`config.mk`:
```
export PLATFORM = sky130hd
export DESIGN_NAME = jump_ctrl_flat
export DESIGN_NICKNAME = d
export VERILOG_FILES = /design/src/rtl/jump_ctrl_if.sv /design/src/rtl/jump_ctrl.sv /design/src/flat_wrapper.sv
export SDC_FILE = /design/constraint.sdc
export NUM_CORES = 1
export LEC_CHECK = 0
export ABC_AREA = 1
export CORE_MARGIN = 4
export CORE_UTILIZATION = 40
export CTS_BUF_LIST = sky130_fd_sc_hd__clkbuf_16
export DETAILED_ROUTE_END_ITERATION = 10
export GPL_TIMING_DRIVEN = 0
export HOLD_SLACK_MARGIN = 0.15
export PLACE_DENSITY = 0.65
export SYNTH_ARGS = -nofsm -noshare
export SYNTH_HDL_FRONTEND = slang
export SYNTH_SLANG_ARGS = --single-unit
```
`constraint.sdc`:
```
create_clock -name clk -period 5.9 [get_ports clk]
set_input_delay 1.18 -clock clk [delete_from_list [all_inputs] [get_ports clk]]
set_output_delay 1.18 -clock clk [all_outputs]
set_load 0.05 [all_outputs]
```
`src/rtl/jump_ctrl_if.sv`:
```
// Program-counter load bus between jump_ctrl and its surroundings.
// slave: pcc/instr/flag inputs in; load strobe, address, flags, stack status out.
interface jump_ctrl_if #(
  parameter int AW    = 8,
  parameter int OPW   = 7,
  parameter int DEPTH = 4
);
  localparam int SPW = $clog2(DEPTH) + 1;

  logic [AW-1:0]     pcc;
  logic [OPW+AW-1:0] instr;
  logic              flag_we;
  logic              z_in;
  logic              n_in;
  logic              c_in;
  logic              v_in;
  logic              l;
  logic [AW-1:0]     dataIM;
  logic [3:0]        flags;
  logic [SPW-1:0]    sp;
  logic              stk_ovf;
  logic              stk_unf;

  modport slave (
    input  pcc, instr, flag_we,
    input  z_in, n_in, c_in, v_in,
    output l, dataIM, flags,
    output sp, stk_ovf, stk_unf
  );

  modport master (
    output pcc, instr, flag_we,
    output z_in, n_in, c_in, v_in,
    input  l, dataIM, flags,
    input  sp, stk_ovf, stk_unf
  );
endinterface

```
`src/rtl/jump_ctrl.sv`:
```
// Jump/call/return control feeding the PC load strobe and load address.
// Ports: clk, rst (sync, active high), bus (jump_ctrl_if.slave).
module jump_ctrl #(
  parameter int AW        = 8,
  parameter int OPW       = 7,
  parameter int DEPTH     = 4,
  parameter int LAST_ADDR = 91
) (
  input logic        clk,
  input logic        rst,
  jump_ctrl_if.slave bus
);
  localparam int SPW = $clog2(DEPTH) + 1;
  localparam int IW  = $clog2(DEPTH);

  localparam logic [OPW-1:0] OP_JMP  = OPW'('h13);
  localparam logic [OPW-1:0] OP_JEQ  = OPW'('h14);
  localparam logic [OPW-1:0] OP_JNE  = OPW'('h15);
  localparam logic [OPW-1:0] OP_JGT  = OPW'('h16);
  localparam logic [OPW-1:0] OP_JLT  = OPW'('h17);
  localparam logic [OPW-1:0] OP_JGE  = OPW'('h18);
  localparam logic [OPW-1:0] OP_JLE  = OPW'('h19);
  localparam logic [OPW-1:0] OP_JCR  = OPW'('h1A);
  localparam logic [OPW-1:0] OP_JOV  = OPW'('h1B);
  localparam logic [OPW-1:0] OP_CALL = OPW'('h1C);
  localparam logic [OPW-1:0] OP_RET  = OPW'('h1D);

  logic [OPW-1:0] op;
  logic [AW-1:0]  lit;
  logic           z_q, n_q, c_q, v_q;
  logic [SPW-1:0] sp_q;
  logic [SPW-1:0] sp_dec;
  logic           ovf_q, unf_q;
  logic [AW-1:0]  stk [DEPTH];
  logic [AW-1:0]  ret_addr;
  logic           at_end;
  logic           full;
  logic           empty;
  logic           take;
  logic           is_call;
  logic           is_ret;
  logic           live;

  assign op       = bus.instr[AW+OPW-1:AW];
  assign lit      = bus.instr[AW-1:0];
  assign at_end   = bus.pcc == AW'(LAST_ADDR);
  assign full     = sp_q == SPW'(DEPTH);
  assign empty    = sp_q == '0;
  assign sp_dec   = sp_q - SPW'(1);
  assign ret_addr = stk[sp_dec[IW-1:0]];

  always_comb begin
    take    = 1'b0;
    is_call = 1'b0;
    is_ret  = 1'b0;
    unique case (1'b1)
      op == OP_JMP: take = 1'b1;
      op == OP_JEQ: take = z_q;
      op == OP_JNE: take = !z_q;
      op == OP_JGT: take = !z_q && (n_q == v_q);
      op == OP_JLT: take = n_q != v_q;
      op == OP_JGE: take = n_q == v_q;
      op == OP_JLE: take = z_q || (n_q != v_q);
      op == OP_JCR: take = c_q;
      op == OP_JOV: take = v_q;
      op == OP_CALL: begin
        take    = 1'b1;
        is_call = 1'b1;
      end
      op == OP_RET: begin
        take   = !empty;
        is_ret = 1'b1;
      end
      default: ;
    endcase
  end

  // At the last address the counter wraps on its own, so loads are masked.
  assign live = !rst && !at_end;

  assign bus.l      = live && take;
  assign bus.dataIM = !bus.l ? '0
                    : is_ret ? ret_addr : lit;

  always_ff @(posedge clk) begin
    if (rst) begin
      z_q   <= 1'b0;
      n_q   <= 1'b0;
      c_q   <= 1'b0;
      v_q   <= 1'b0;
      sp_q  <= '0;
      ovf_q <= 1'b0;
      unf_q <= 1'b0;
    end else begin
      if (bus.flag_we) begin
        z_q <= bus.z_in;
        n_q <= bus.n_in;
        c_q <= bus.c_in;
        v_q <= bus.v_in;
      end
      if (!at_end && is_call) begin
        if (full) begin
          ovf_q <= 1'b1;
        end else begin
          stk[sp_q[IW-1:0]] <= bus.pcc + AW'(1);
          sp_q              <= sp_q + SPW'(1);
        end
      end
      if (!at_end && is_ret) begin
        if (empty) unf_q <= 1'b1;
        else       sp_q  <= sp_dec;
      end
    end
  end

  assign bus.flags   = {z_q, n_q, c_q, v_q};
  assign bus.sp      = sp_q;
  assign bus.stk_ovf = ovf_q;
  assign bus.stk_unf = unf_q;
endmodule

```
`src/flat_wrapper.sv`:
```
// flat-port wrapper written by rule: the top's interface ports become plain ports
module jump_ctrl_flat 
#(
  parameter int AW        = 8,
  parameter int OPW       = 7,
  parameter int DEPTH     = 4,
  parameter int LAST_ADDR = 91
)
  (clk, rst, bus_pcc, bus_instr, bus_flag_we, bus_z_in, bus_n_in, bus_c_in, bus_v_in, bus_l, bus_dataIM, bus_flags, bus_sp, bus_stk_ovf, bus_stk_unf);
  jump_ctrl_if #(.AW(AW), .OPW(OPW), .DEPTH(DEPTH)) bus_i ();
  input logic clk;
  input logic rst;
  input wire logic [$bits(bus_i.pcc)-1:0] bus_pcc;
  input wire logic [$bits(bus_i.instr)-1:0] bus_instr;
  input wire logic [$bits(bus_i.flag_we)-1:0] bus_flag_we;
  input wire logic [$bits(bus_i.z_in)-1:0] bus_z_in;
  input wire logic [$bits(bus_i.n_in)-1:0] bus_n_in;
  input wire logic [$bits(bus_i.c_in)-1:0] bus_c_in;
  input wire logic [$bits(bus_i.v_in)-1:0] bus_v_in;
  output wire logic [$bits(bus_i.l)-1:0] bus_l;
  output wire logic [$bits(bus_i.dataIM)-1:0] bus_dataIM;
  output wire logic [$bits(bus_i.flags)-1:0] bus_flags;
  output wire logic [$bits(bus_i.sp)-1:0] bus_sp;
  output wire logic [$bits(bus_i.stk_ovf)-1:0] bus_stk_ovf;
  output wire logic [$bits(bus_i.stk_unf)-1:0] bus_stk_unf;
  assign bus_i.pcc = bus_pcc;
  assign bus_i.instr = bus_instr;
  assign bus_i.flag_we = bus_flag_we;
  assign bus_i.z_in = bus_z_in;
  assign bus_i.n_in = bus_n_in;
  assign bus_i.c_in = bus_c_in;
  assign bus_i.v_in = bus_v_in;
  assign bus_l = bus_i.l;
  assign bus_dataIM = bus_i.dataIM;
  assign bus_flags = bus_i.flags;
  assign bus_sp = bus_i.sp;
  assign bus_stk_ovf = bus_i.stk_ovf;
  assign bus_stk_unf = bus_i.stk_unf;
  jump_ctrl #(.AW(AW), .OPW(OPW), .DEPTH(DEPTH), .LAST_ADDR(LAST_ADDR)) u_core (.clk(clk), .rst(rst), .bus(bus_i));
endmodule
```
==> results of run 1 <==
[state kept, by name, summed over array words and instances, names as in the netlist]
register and cells:
u_core.bus.sp 3, u_core.bus.stk_ovf 1, u_core.bus.stk_unf 1, u_core.c_q 1, u_core.n_q 1, u_core.stk 32, u_core.v_q 1, u_core.z_q 1
[layout make-up]
class	count	area share [%]
sequential	41	38.4
buffer	8	1.68
inverter	29	3.66
tap	72	3.03
clock buffer	5	4.21
timing repair buffer	47	15.8
multi-input combinational	174	31.8
clock inverter	3	1.39
[per-layer routing]
layer	wire length, um	GRT usage (%)	vias to the layer above
li1	-	-	944
met1	2470	21.1	840
met2	2430	24.9	52
met3	245	3.67	4
met4	49	4.01	0
met5	0	0	-
[placed cells by master, fill, tap and decap left out, drive strengths merged]
| cell type | count |
|---|---|
| buf | 6 |
| nor3 | 2 |
| mux2i | 8 |
| nand3b | 2 |
| nand2 | 34 |
| or2 | 1 |
| a21oi | 6 |
| clkinvlp | 1 |
| clkdlybuf4s50 | 47 |
| inv | 29 |
| nand3 | 20 |
| clkinv | 1 |
| o22ai | 8 |
| o21ai | 21 |
| dfxtp | 9 |
| a31oi | 1 |
| nand4 | 2 |
| clkbuf | 7 |
| edfxtp | 32 |
| ha | 6 |
| nor2 | 56 |
| xnor2 | 1 |
| xor2 | 6 |
| bufinv | 1 |
[through the flow]
step	hold slack (ps)	cells
2_1_floorplan	477	252
3_3_place_gp	446	371
3_5_place_dp	443	371
4_1_cts	452	379
5_1_grt	493	379
6_report	447	379
[path summary, 6_finish.rpt]
kind / startpoint / to / slack, ps / cells past startpoint
hold reg to reg: u_core.bus.stk_unf / u_core.bus.stk_unf / 450 / 2
setup reg to reg: u_core.bus.sp[0] / u_core.stk[0][5] / 3250 / 6
setup / recovery: bus_instr[9] / bus_dataIM[2] / 1180 / 11
hold / removal: u_core.bus.stk_unf / u_core.bus.stk_unf / 450 / 2
[where the power goes]
group          switching [mW]  internal [mW]  leakage (nW)  total, mW
clock                   0.106          0.198        0.0775      0.303
combinational          0.0381         0.0333         0.800     0.0713
sequential            0.00194          0.315         0.361      0.317
total                   0.146          0.546          1.24      0.691
[tightest hold or removal path, cell delays in order, from the launching register on]
cell and delay, ps:
sky130_fd_sc_hd__dfxtp_1 310, sky130_fd_sc_hd__inv_1 40, sky130_fd_sc_hd__a21oi_1 50
[cell families (layout without fill, tap and decap cells)]
kind of cell             Yosys count  count (layout)  share of synthesized area, %
AND/OR/NAND/NOR                  117             117                          23.9
flip-flops                        41              41                          50.9
buffers and inverters             37              92                          7.08
XOR/XNOR                           7               7                          2.73
adder cells (fa/ha/maj)            6               6                          3.35
AO/OA/AOI/OAI                     36              36                          8.53
multiplexers                       8               8                          3.57
==> run metrics, run 1 <==
aggregate routed wire length 5200 um; cell leakage power 1.24 nW; most area-hungry cell type in the Yosys netlist sky130_fd_sc_hd__edfxtp_1; number of buffers inserted by port buffering 47; delay-heaviest family, CP buffers and inverters; number of design-rule violations left by the first detailed-router iteration 88; share of layout cells above drive strength 1 8.47%; Routability Congestion 0.833; count of instances resized after the clock tree is built 0; pin count of the biggest net entering global routing 14; Final Slew Violations 0; Worst Clk Skew 4.03 ps; TritonCTS clock tree yes; number of synthesized flops with an enable pin 32; chip width 82.9 um; number of setup buffers added after CTS 0; total negative slack 0 ps; Filler Cells Inserted 537; overflow left after global routing 0; hold bufs inserted after CTS 0; setup repair after global routing missed its margin no; cells traversed along the worst timing path clkdlybuf4s50_1, inv_2, nand2_2, nor2_4, nand2_4, nor2_8, nor2_1, nand3_2, nand2_2, nor2_1, clkdlybuf4s50_1; async set-reset flop share out of synthesis 0%; nature of the critical path startpoint input pin; Max Clk Rate 0.212 GHz; Post-DP Area 2800 sq um; DRC 0; final period utilization 79.9%; utilization of the core after routing 54.3%; final hold violation count 0; Arrival @ worst endpoint 3540 ps; final routed wire length divided by cell count 13.7 um; Critical Path RT 4720 ps; max-cap viol count 0; most frequent cell after synthesis sky130_fd_sc_hd__nor2_1; gr usage total 15.5%; Net Count, Synth 288; buffer cell driving the clock tree root sky130_fd_sc_hd__clkbuf_16; Inserted Diodes 0; clock slew seen by the registers of the worst setup and hold paths 60 ps; DRT Pass-1 Iters 4; pin slew with the least headroom to its limit 902 ps; summed instance area of the synthesized netlist 2240 sq um; VDD IR max 0.000134 V; sequential cell area 1140 sq um; Avg Vias per Cell 4.85; total number of nets in the final design 342; cell count after synthesis 252; HPWL reported at the end of detailed placement 3840 um; final instance area 2970 sq um; top area cells in the synthesized netlist sky130_fd_sc_hd__edfxtp_1 (43%), sky130_fd_sc_hd__nor2_1 (8.9%), sky130_fd_sc_hd__dfxtp_1 (8.0%); number of vias after detailed routing 1,840; Initial Util 41.0%; average footprint of a synthesized cell 8.90 sq um; Synth cell types 29; vias in the first global route 1,686; overall power of the completed layout 691 uW; P per Cell Area 233 nW/um^2; CTS Buf Count 5; Critical Path Max Stage Delay 810 ps; number of flip-flops and latches in the synthesized netlist 41; run status complete, no violations; chip height 82.9 um; CTS HTree Levels 2; worst min path class flop to flop; critical path capture point type output port; top cells by count, synth sky130_fd_sc_hd__nor2_1 (53), sky130_fd_sc_hd__edfxtp_1 (32), sky130_fd_sc_hd__nand2_1 (29); slowest cell on the critical path sky130_fd_sc_hd__clkdlybuf4s50_1; largest fanout on the critical path 9; final critical path time including I/O delays and setup 4720 ps; category of the critical setup timing path input pin to output port; Finish-stage setup viols 0; die area 6870 sq um; synth warn 0; area growth from synthesis to layout 32.4%; I/O pin total 48; insertion delay to the later sink of the worst-skew pair 280 ps; fraction of synthesized cell area taken by the top area cell type 42.8%; Main synth FF type sky130_fd_sc_hd__edfxtp_1; Clock Sinks 41; global-route wire length before repair 8600 um; crit path buf inv count 3; sequential-to-total area share from yosys stat 50.9%; buffers from clock root to sink, at most 2; Core Rows 27; dpl ws 1160 ps; Routed Antenna Nets 0; standard cell core area 5470 sq um; footprint of the multi-input gates 943 sq um; worst-case setup margin in the final layout 1180 ps; remaining max-slew budget at the tightest pin 39.6%; antenna violations before repair 0
Power figures use the tool's default switching activity.
==> run 2, diff against run 1 <==
--- a/config.mk
+++ b/config.mk
@@ -12,7 +12,7 @@
 export DETAILED_ROUTE_END_ITERATION = 10
 export GPL_TIMING_DRIVEN = 0
 export HOLD_SLACK_MARGIN = 0.15
-export PLACE_DENSITY = 0.65
+export PLACE_DENSITY = 0.68
 export SYNTH_ARGS = -nofsm -noshare
 export SYNTH_HDL_FRONTEND = slang
 export SYNTH_SLANG_ARGS = --single-unit
==> constraint.sdc (replaced) <==
create_clock -name clk -period 4.3 [get_ports clk]
set_input_delay 0.86 -clock clk [delete_from_list [all_inputs] [get_ports clk]]
set_output_delay 0.86 -clock clk [all_outputs]
set_load 0.05 [all_outputs]
==> run 2 against run 1 <==
Sequential share of layout area up 0.57 points. Critical path type unchanged. Register-to-register slack worse by 1400 ps. Die area unchanged.
==> run metrics, run 2 (synthesized netlist as in run 1, its figures left out) <==
setup repair after global routing missed its margin no; cell leakage power 1.26 nW (+2.1%); worst min path class flop to flop; number of setup buffers added after CTS 0 (unchanged); run status complete, no violations; pin slew with the least headroom to its limit 828 ps (-74.1 ps); Register-to-Register Setup Slack 1840 ps (-1410 ps); nature of the critical path startpoint input pin; final period utilization 93.5%; vias in the first global route 1,849 (+9.7%); Inserted Diodes 0 (unchanged); P per Cell Area 304 nW/um^2 (+30%); buffers from clock root to sink, at most 2 (unchanged); worst-case setup margin in the final layout 278 ps (-905 ps); overflow left after global routing 0 (unchanged); die area 6870 sq um (unchanged); antenna violations before repair 0 (unchanged); chip width 82.9 um (unchanged); Internal 689 uW (+26%); Initial Util 41.0% (unchanged); Routability Congestion 0.814 (-2.3%); most common library cell in the layout ignoring fill and taps sky130_fd_sc_hd__nor2_1; remaining max-slew budget at the tightest pin 44.6% (+5.0 points); chip height 82.9 um (unchanged); number of design-rule violations left by the first detailed-router iteration 120 (+36%); buffer cell driving the clock tree root sky130_fd_sc_hd__clkbuf_16; Critical Path RT 3440 ps (-1280 ps); dpl ws 172 ps (-987 ps); pin count of the biggest net entering global routing 14 (unchanged); slowest cell on the critical path sky130_fd_sc_hd__clkdlybuf4s50_1; Finish-stage setup viols 0 (unchanged); total number of nets in the final design 342 (unchanged); fraction of power spent switching nets 22.5% (+1.5 points); TritonCTS clock tree yes; share of layout cells above drive strength 1 9.45% (+0.98 points); I/O pin total 48 (unchanged); HPWL reported at the end of detailed placement 3880 um (+0.85%); CTS Buf Count 5 (unchanged); standard cell core area 5470 sq um (unchanged); Clock Sinks 41 (unchanged); Critical Path Max Stage Delay 790 ps (-20 ps); Routed Antenna Nets 0 (unchanged); aggregate routed wire length 5360 um (+3.1%); overall power of the completed layout 890 uW (+29%); Arrival @ worst endpoint 3160 ps (-380 ps); area growth from synthesis to layout 30.6%; clock slew seen by the registers of the worst setup and hold paths 60 ps (about the same); Avg Vias per Cell 4.90 (+0.87%); largest fanout on the critical path 9 (unchanged); flip-flop count of the largest register after layout 32 (unchanged); Core Rows 27 (unchanged); number of buffers inserted by port buffering 47 (unchanged); cells traversed along the worst timing path clkdlybuf4s50_1, nand2_2, nor2_4, nand2_4, nor2_8, nor2_1, nand3_2, nand2_2, inv_2, clkdlybuf4s50_1; critical path capture point type output port; DRT Pass-1 Iters 4 (unchanged); Worst Clk Skew 3.98 ps (-0.0446 ps); most frequent cells in the layout sky130_fd_sc_hd__nor2_1 (53), sky130_fd_sc_hd__clkdlybuf4s50_1 (39), sky130_fd_sc_hd__edfxtp_1 (32), sky130_fd_sc_hd__nand2_1 (29), sky130_fd_sc_hd__inv_1 (25); sequential power share 48.8% (+3.0 points); number of vias after detailed routing 1,856 (+0.87%); Placed Instances 371 (unchanged); reported net switching power 201 uW (+38%); VDD IR max 0.000240 V (+79%); Final Slew Violations 0 (unchanged); final critical path time including I/O delays and setup 4020 ps; final routed wire length divided by cell count 14.1 um (+3.1%); total negative slack 0 ps (unchanged); CTS HTree Levels 2 (unchanged); Max Clk Rate 0.249 GHz; power share of the clock group 40.2% (-3.7 points); final hold violation count 0 (unchanged); gr usage total 15.9% (+0.37 points); filler-free cell count of the finished design 379 (unchanged); DRC 0 (unchanged); global-route wire length before repair 8800 um (+2.4%); max-cap viol count 0 (unchanged); combinational power share 11.0% (+0.7 points); category of the critical setup timing path input pin to output port; insertion delay to the later sink of the worst-skew pair 280 ps (about the same)
## run 2: worst max-delay path: cells and delay by family
kind                   cells  cell delay (ps)
buffers and inverters      3             1420
AND/OR/NAND/NOR            7              880
## run 2: routing by layer
metal,global-route usage (%),vias up,share of wire (%)
met4,3.57,0,0.47
met2,27.0,49,50
met1,20.2,854,44
met5,0,-,0
met3,4.27,2,5.6
li1,-,951,-
## run 2: area by class of cell
type,instances,area (sq um)
timing repair buffer,47,453
sequential,41,1140
tap,72,90.1
clock buffer,5,125
multi-input combinational,174,943
clock inverter,3,17.5
fill,511,2540
buffer,8,50.0
inverter,29,109
## run 2: power groups by stage
stage	clock, mW	combinational [mW]	sequential (mW)
4_1_cts	0.361	0.0983	0.435
3_5_place_dp	0	0.0985	0.443
2_1_floorplan	0	0.0505	0.443
6_report	0.358	0.0975	0.435
3_3_place_gp	0	0.0966	0.443
5_1_grt	0.376	0.106	0.435
## run 2: what timing repair did
item	in CTS	in global routing
resized for setup	8	5
gates cloned	0	0
hold buffers	0	0
setup endpoints to repair	8	9
## run 2: path summary, 6_finish.rpt
path / endpoint / cells past startpoint / start
hold / removal: u_core.bus.stk_unf / 2 / u_core.bus.stk_unf
hold reg to reg: u_core.bus.stk_unf / 2 / u_core.bus.stk_unf
setup / recovery: bus_l / 10 / bus_instr[10]
setup reg to reg: u_core.stk[2][2] / 6 / u_core.bus.sp[0]
## run 2: metrics by stage
step | cell area [sq um] | hold slack, ps | util (%)
6_report | 2930 | 458 | 53.5
3_3_place_gp | 2800 | 440 | 51.2
4_1_cts | 2940 | 458 | 53.7
2_1_floorplan | 2240 | 477 | -
5_1_grt | 2930 | 471 | 53.5
3_5_place_dp | 2800 | 449 | 51.2
